$ cat src/rtl/seq_detect_ctrl.sv
`timescale 1ns/1ps
// seq_detect_ctrl
// Accepts parallel words over a valid/ready handshake, serializes each one
// MSB-first onto a one-bit stream, and runs a programmable overlapping
// pattern matcher on that stream with a saturating match counter.
//
// Handshake: a word transfers on a rising edge where in_valid & in_ready
// are both high. in_data must stay stable while in_valid is high. in_ready
// is high in IDLE and on the last bit of a word, so back-to-back words
// stream with no bubble.
//
// Ports
//   clk          rising-edge clock
//   reset        synchronous, active-high reset
//   cfg_we       configuration write strobe (honoured only when idle and
//                cfg_len is 1..PAT_MAX)
//   cfg_pattern  pattern bits, bit 0 = most recent stream bit
//   cfg_len      pattern length
//   clear_count  synchronous clear of match_count (wins over an increment)
//   in_valid     requester has a word
//   in_data      word to serialize, MSB first
//   in_ready     controller accepts a word this cycle
//   x_out        current serial bit
//   x_valid      x_out carries a stream bit
//   match        one-cycle pulse, one cycle after the completing bit
//   match_count  saturating match counter
//   busy         word in flight; this is the FSM state (1 = SHIFT)
module seq_detect_ctrl #(
  parameter int DATA_W  = 8,
  parameter int PAT_MAX = 8,
  parameter int CNT_W   = 8,
  localparam int LEN_W  = $clog2(PAT_MAX + 1),
  localparam int IDX_W  = (DATA_W > 1) ? $clog2(DATA_W) : 1
) (
  input  logic               clk,
  input  logic               reset,
  input  logic               cfg_we,
  input  logic [PAT_MAX-1:0] cfg_pattern,
  input  logic [LEN_W-1:0]   cfg_len,
  input  logic               clear_count,
  input  logic               in_valid,
  input  logic [DATA_W-1:0]  in_data,
  output logic               in_ready,
  output logic               x_out,
  output logic               x_valid,
  output logic               match,
  output logic [CNT_W-1:0]   match_count,
  output logic               busy
);

  typedef enum logic {IDLE = 1'b0, SHIFT = 1'b1} state_t;

  state_t             state;
  state_t             state_next;

  logic [DATA_W-1:0]  shreg;
  logic [IDX_W-1:0]   bit_idx;
  logic [PAT_MAX-1:0] history;
  logic [LEN_W-1:0]   fill;
  logic [PAT_MAX-1:0] pattern;
  logic [LEN_W-1:0]   len;

  logic               accept;
  logic               last_bit;
  logic               cfg_ok;
  logic [PAT_MAX-1:0] hist_next;
  logic [LEN_W-1:0]   fill_next;
  logic [PAT_MAX-1:0] mask;
  logic               hit;

  // ---------------- FSM: state register ----------------
  always_ff @(posedge clk) begin
    if (reset) begin
      state <= IDLE;
    end else begin
      state <= state_next;
    end
  end

  // ---------------- FSM: next state ----------------
  always_comb begin
    state_next = state;
    case (state)
      IDLE:    if (in_valid) state_next = SHIFT;
      SHIFT:   if (last_bit && !in_valid) state_next = IDLE;
      default: state_next = IDLE;
    endcase
  end

  // ---------------- FSM: outputs ----------------
  always_comb begin
    in_ready = 1'b0;
    x_valid  = 1'b0;
    busy     = 1'b0;
    x_out    = 1'b0;
    case (state)
      IDLE: begin
        in_ready = 1'b1;
      end
      SHIFT: begin
        in_ready = last_bit;
        x_valid  = 1'b1;
        busy     = 1'b1;
        x_out    = shreg[DATA_W-1];
      end
      default: begin
        in_ready = 1'b0;
      end
    endcase
  end

  assign last_bit = (bit_idx == '0);
  assign accept   = in_valid & in_ready;
  assign cfg_ok   = cfg_we && (state == IDLE) && (cfg_len != '0) &&
                    (cfg_len <= LEN_W'(PAT_MAX));

  // ---------------- serializer ----------------
  always_ff @(posedge clk) begin
    if (reset) begin
      shreg   <= '0;
      bit_idx <= '0;
    end else if (accept) begin
      shreg   <= in_data;
      bit_idx <= IDX_W'(DATA_W - 1);
    end else if (state == SHIFT) begin
      shreg <= shreg << 1;
      if (!last_bit) bit_idx <= bit_idx - IDX_W'(1);
    end
  end

  // ---------------- matcher ----------------
  // The compare looks at the history as it will be after this bit, so the
  // registered match pulse lands one cycle after the completing bit.
  assign hist_next = {history[PAT_MAX-2:0], x_out};
  assign fill_next = (fill == LEN_W'(PAT_MAX)) ? fill : fill + LEN_W'(1);

  always_comb begin
    mask = '0;
    for (int i = 0; i < PAT_MAX; i++) begin
      mask[i] = (i < int'(len));
    end
  end

  assign hit = (fill_next >= len) && ((hist_next & mask) == (pattern & mask));

  always_ff @(posedge clk) begin
    if (reset) begin
      history <= '0;
      fill    <= '0;
      match   <= 1'b0;
      pattern <= PAT_MAX'(8'b0010_1010);
      len     <= LEN_W'(6);
    end else if (cfg_ok) begin
      // New pattern starts from an empty history so no stale partial
      // match against the old stream can fire.
      pattern <= cfg_pattern;
      len     <= cfg_len;
      history <= '0;
      fill    <= '0;
      match   <= 1'b0;
    end else if (x_valid) begin
      history <= hist_next;
      fill    <= fill_next;
      match   <= hit;
    end else begin
      match <= 1'b0;
    end
  end

  // ---------------- saturating counter ----------------
  always_ff @(posedge clk) begin
    if (reset) begin
      match_count <= '0;
    end else if (clear_count) begin
      match_count <= '0;
    end else if (match && (match_count != '1)) begin
      match_count <= match_count + CNT_W'(1);
    end
  end

endmodule

$ cat config.mk
export PLATFORM = sky130hd
export DESIGN_NAME = seq_detect_ctrl
export DESIGN_NICKNAME = d
export VERILOG_FILES = /design/src/rtl/seq_detect_ctrl.sv
export SDC_FILE = /design/constraint.sdc
export NUM_CORES = 1
export LEC_CHECK = 0
export BUFFER_PORTS_ARGS = -buffer_cell sky130_fd_sc_hd__buf_4
export CORE_AREA = 2 2 49 97
export DETAILED_ROUTE_END_ITERATION = 8
export DIE_AREA = 0 0 51 99
export PLACE_DENSITY = 0.71
export SYNTH_ARGS = -nofsm -noshare
export SYNTH_HDL_FRONTEND = slang
export SYNTH_SLANG_ARGS = --single-unit
export TNS_END_PERCENT = 20
$ cat constraint.sdc
create_clock -name clk -period 2.91 [get_ports clk]
set_input_delay 0.4365 -clock clk [delete_from_list [all_inputs] [get_ports clk]]
set_output_delay 0.4365 -clock clk [all_outputs]
set_load 0.01 [all_outputs]
==> flow_summary.ini <==
[outcome]
status = completed

[synthesis]
ys_seq_area_share_pct = 41.76
yosysUniqueCellTypes = 39
ys_seq_elements = 44
yosys-top-cells-area = dfxtp_1, mux2i_1, nor2_1, ha_1, xor2_1
synth_top_cell_by_area = dfxtp_1
synth.avg_cell_area_um2 = 9.132
synth_top_area_share_pct = 41.76
syn_inst = 231
synth_nets = 265
ys.flop_type = dfxtp_1
ys.warnings.count = 0
synthArstFlopShare_pct = 0
synth_enable_flop_cells = 0
synth_area_mm2 = 0.002110

[timing]
finClkSkew_ns = 0.009123
rsz0062_at_grt = false
slew_headroom_pct = 51.24
setup_tns_ns = 0
timing.final.ws_setup_ns = 0.8701
hold_viol = 0
slew_violations = 0
post-route-period-util_pct = 70.10
min_period_ns = 2.040
clock.fmax_mhz = 490.2
worstMarginPinSlew_ns = 0.7299
setup_violations = 0

[clocking]
cts_resized = 0
cts_sinks = 44
post_cts_buffers = 0
clockBufferDepth = 2
htree_levels = 2
ctsHoldBuffers = 0
path_clk_slew_ns = 0.08
cts_tree = done
root_buffer = clkbuf_8
numCtsBuffers = 5
clkLatencyLatePin_ns = 0.30

[drt]
vias_per_cell = 5.263
drt-wirelength-per-cell_um = 13.05
routed-wl-met3_um = 150
drtAntennaViolNets = 0
vias = 1684
drtPass1Iterations = 4
wl_um = 4176
drc = 0
drt_iter0_drc = 18
wl_met1_um = 1536
dr_wl_met2_um = 2340
top_layer = met4

[layout]
antennaDiodeCount = 0
final_cell_mix = dfxtp_1, buf_4, nor2_1
drive_gt1_share_pct = 21.43
syn2layout_area_growth_pct = 18.56
final_common_cell = dfxtp_1
n_fill_cell = 411
nNetsFinal = 299

[global_route]
gr-usage-all-layers_pct = 19.15
grt_max_degree = 28
grt_pass1_vias = 1714
antenna_found_initial = 0
grt-ovfl-total = 0
grt_pass1_wl_um = 7389

[setup_path]
critPathArrivalTime_ns = 2.22
r2r_setup_slack_ns = 0.87
end_kind = flop
worst-setup-path-type = reg2reg
start_kind = flop
cp.required_ns = 3.09
critPathMaxFanout = 4

[die]
dieArea_mm2 = 0.005049
die_y_um = 99
ios = 38
start_util_pct = 49.10
die_w_um = 51
row_count = 34
core_mm2 = 0.004297

[run]
maxCapViolCount = 0

[place]
gp_congestion = 0.7955
dpl.hpwl_um = 3304
port_buffers = 37
pre_cts_slack_ns = 0.8115

[power_and_ir_drop]
p_per_area_mw_per_mm2 = 514.9
fin_total_pwr_uw = 1288
p_leak_uw = 0.001069
max-vdd-ir-drop_uv = 467.9

[hold_path]
hp-class = in2reg
==> stage by stage <==
stage	area, µm²	hold slack (ns)	instances	utilization [%]
2_1_floorplan	2110	0.4360	231	-
5_1_grt	2501	0.3271	320	58.21
3_3_place_gp	2394	0.4505	312	55.71
4_1_cts	2501	0.3317	320	58.21
3_5_place_dp	2394	0.4574	312	55.71
6_report	2501	0.3364	320	58.21
==> worst max-delay path, cell delays in order, from the launching register on <==
cell and delay (ns):
dfxtp_1 0.39, inv_1 0.11, ha_1 0.20, nand2_1 0.10, nor2_1 0.06, xnor2_1 0.16, ha_1 0.24, nand2b_1 0.14
a21o_1 0.17, a21o_1 0.16, a21oi_1 0.13, nor4_1 0.08
==> metal layers <==
layer | vias up | GRT usage, %
met5 | - | 0
met3 | 13 | 3.939
li1 | 858 | -
met2 | 38 | 36.16
met4 | 0 | 9.563
met1 | 775 | 18.51
==> flip-flops by register name, indices dropped and copies added (netlist names) <==
signal and count:
match 1, pattern 8, history 7, shreg 8, match_count 8, bit_idx 3, len 4, state 1
fill 4
==> cells by family (layout without fill, tap and decap cells) <==
family          count (synthesis)  count (layout)  synth area share [%]
compound gates                 42              42                 13.76
flops                          44              44                 41.76
buf+inv                        24              59                 5.931
fa+ha+maj                       9               9                 5.338
mux                            18              18                 8.541
simple gates                   77              77                 17.62
xor+xnor                       17              17                 7.058
==> report_power, final <==
part	switching (µW)	internal [µW]
clock network	202	255
logic	86.1	92.1
registers	22.2	631
total	310	977
==> area by class of cell <==
| type | instances | area, µm² | area share (%) |
|---|---|---|---|
| Multi-Input combinational cell | 163 | 1104 | 44.12 |
| Sequential cell | 44 | 880.8 | 35.22 |
| Timing Repair Buffer | 40 | 300.3 | 12.01 |
| Clock buffer | 6 | 72.57 | 2.901 |
| Tap cell | 54 | 67.56 | 2.701 |
| Inverter | 11 | 41.29 | 1.651 |
| Clock inverter | 2 | 35.03 | 1.401 |
==> worst paths after layout <==
check,start,endpoint,depth (start not counted)
worst max-delay path,fill[0]$_SDFFE_PP0P_,match$_SDFF_PP0_,11
worst min-delay path,cfg_pattern[1],pattern[1]$_SDFFE_PP1P_,2
worst max register to register,fill[0]$_SDFFE_PP0P_,match$_SDFF_PP0_,11
worst min register to register,shreg[0]$_SDFFE_PP0P_,shreg[1]$_SDFFE_PP0P_,2
==> cells in the mapped netlist (4+ instances only) <==
master and instances:
a21oi_1 11, xor2_1 10, a22oi_1 6, buf_2 4
ha_1 9, o21ai_0 6, dfxtp_1 44, nor2_1 37
nand3_1 4, a211oi_1 7, inv_1 11, nand2_1 11
xnor2_1 7, mux2i_1 18
(Power assumes the default switching activity.)
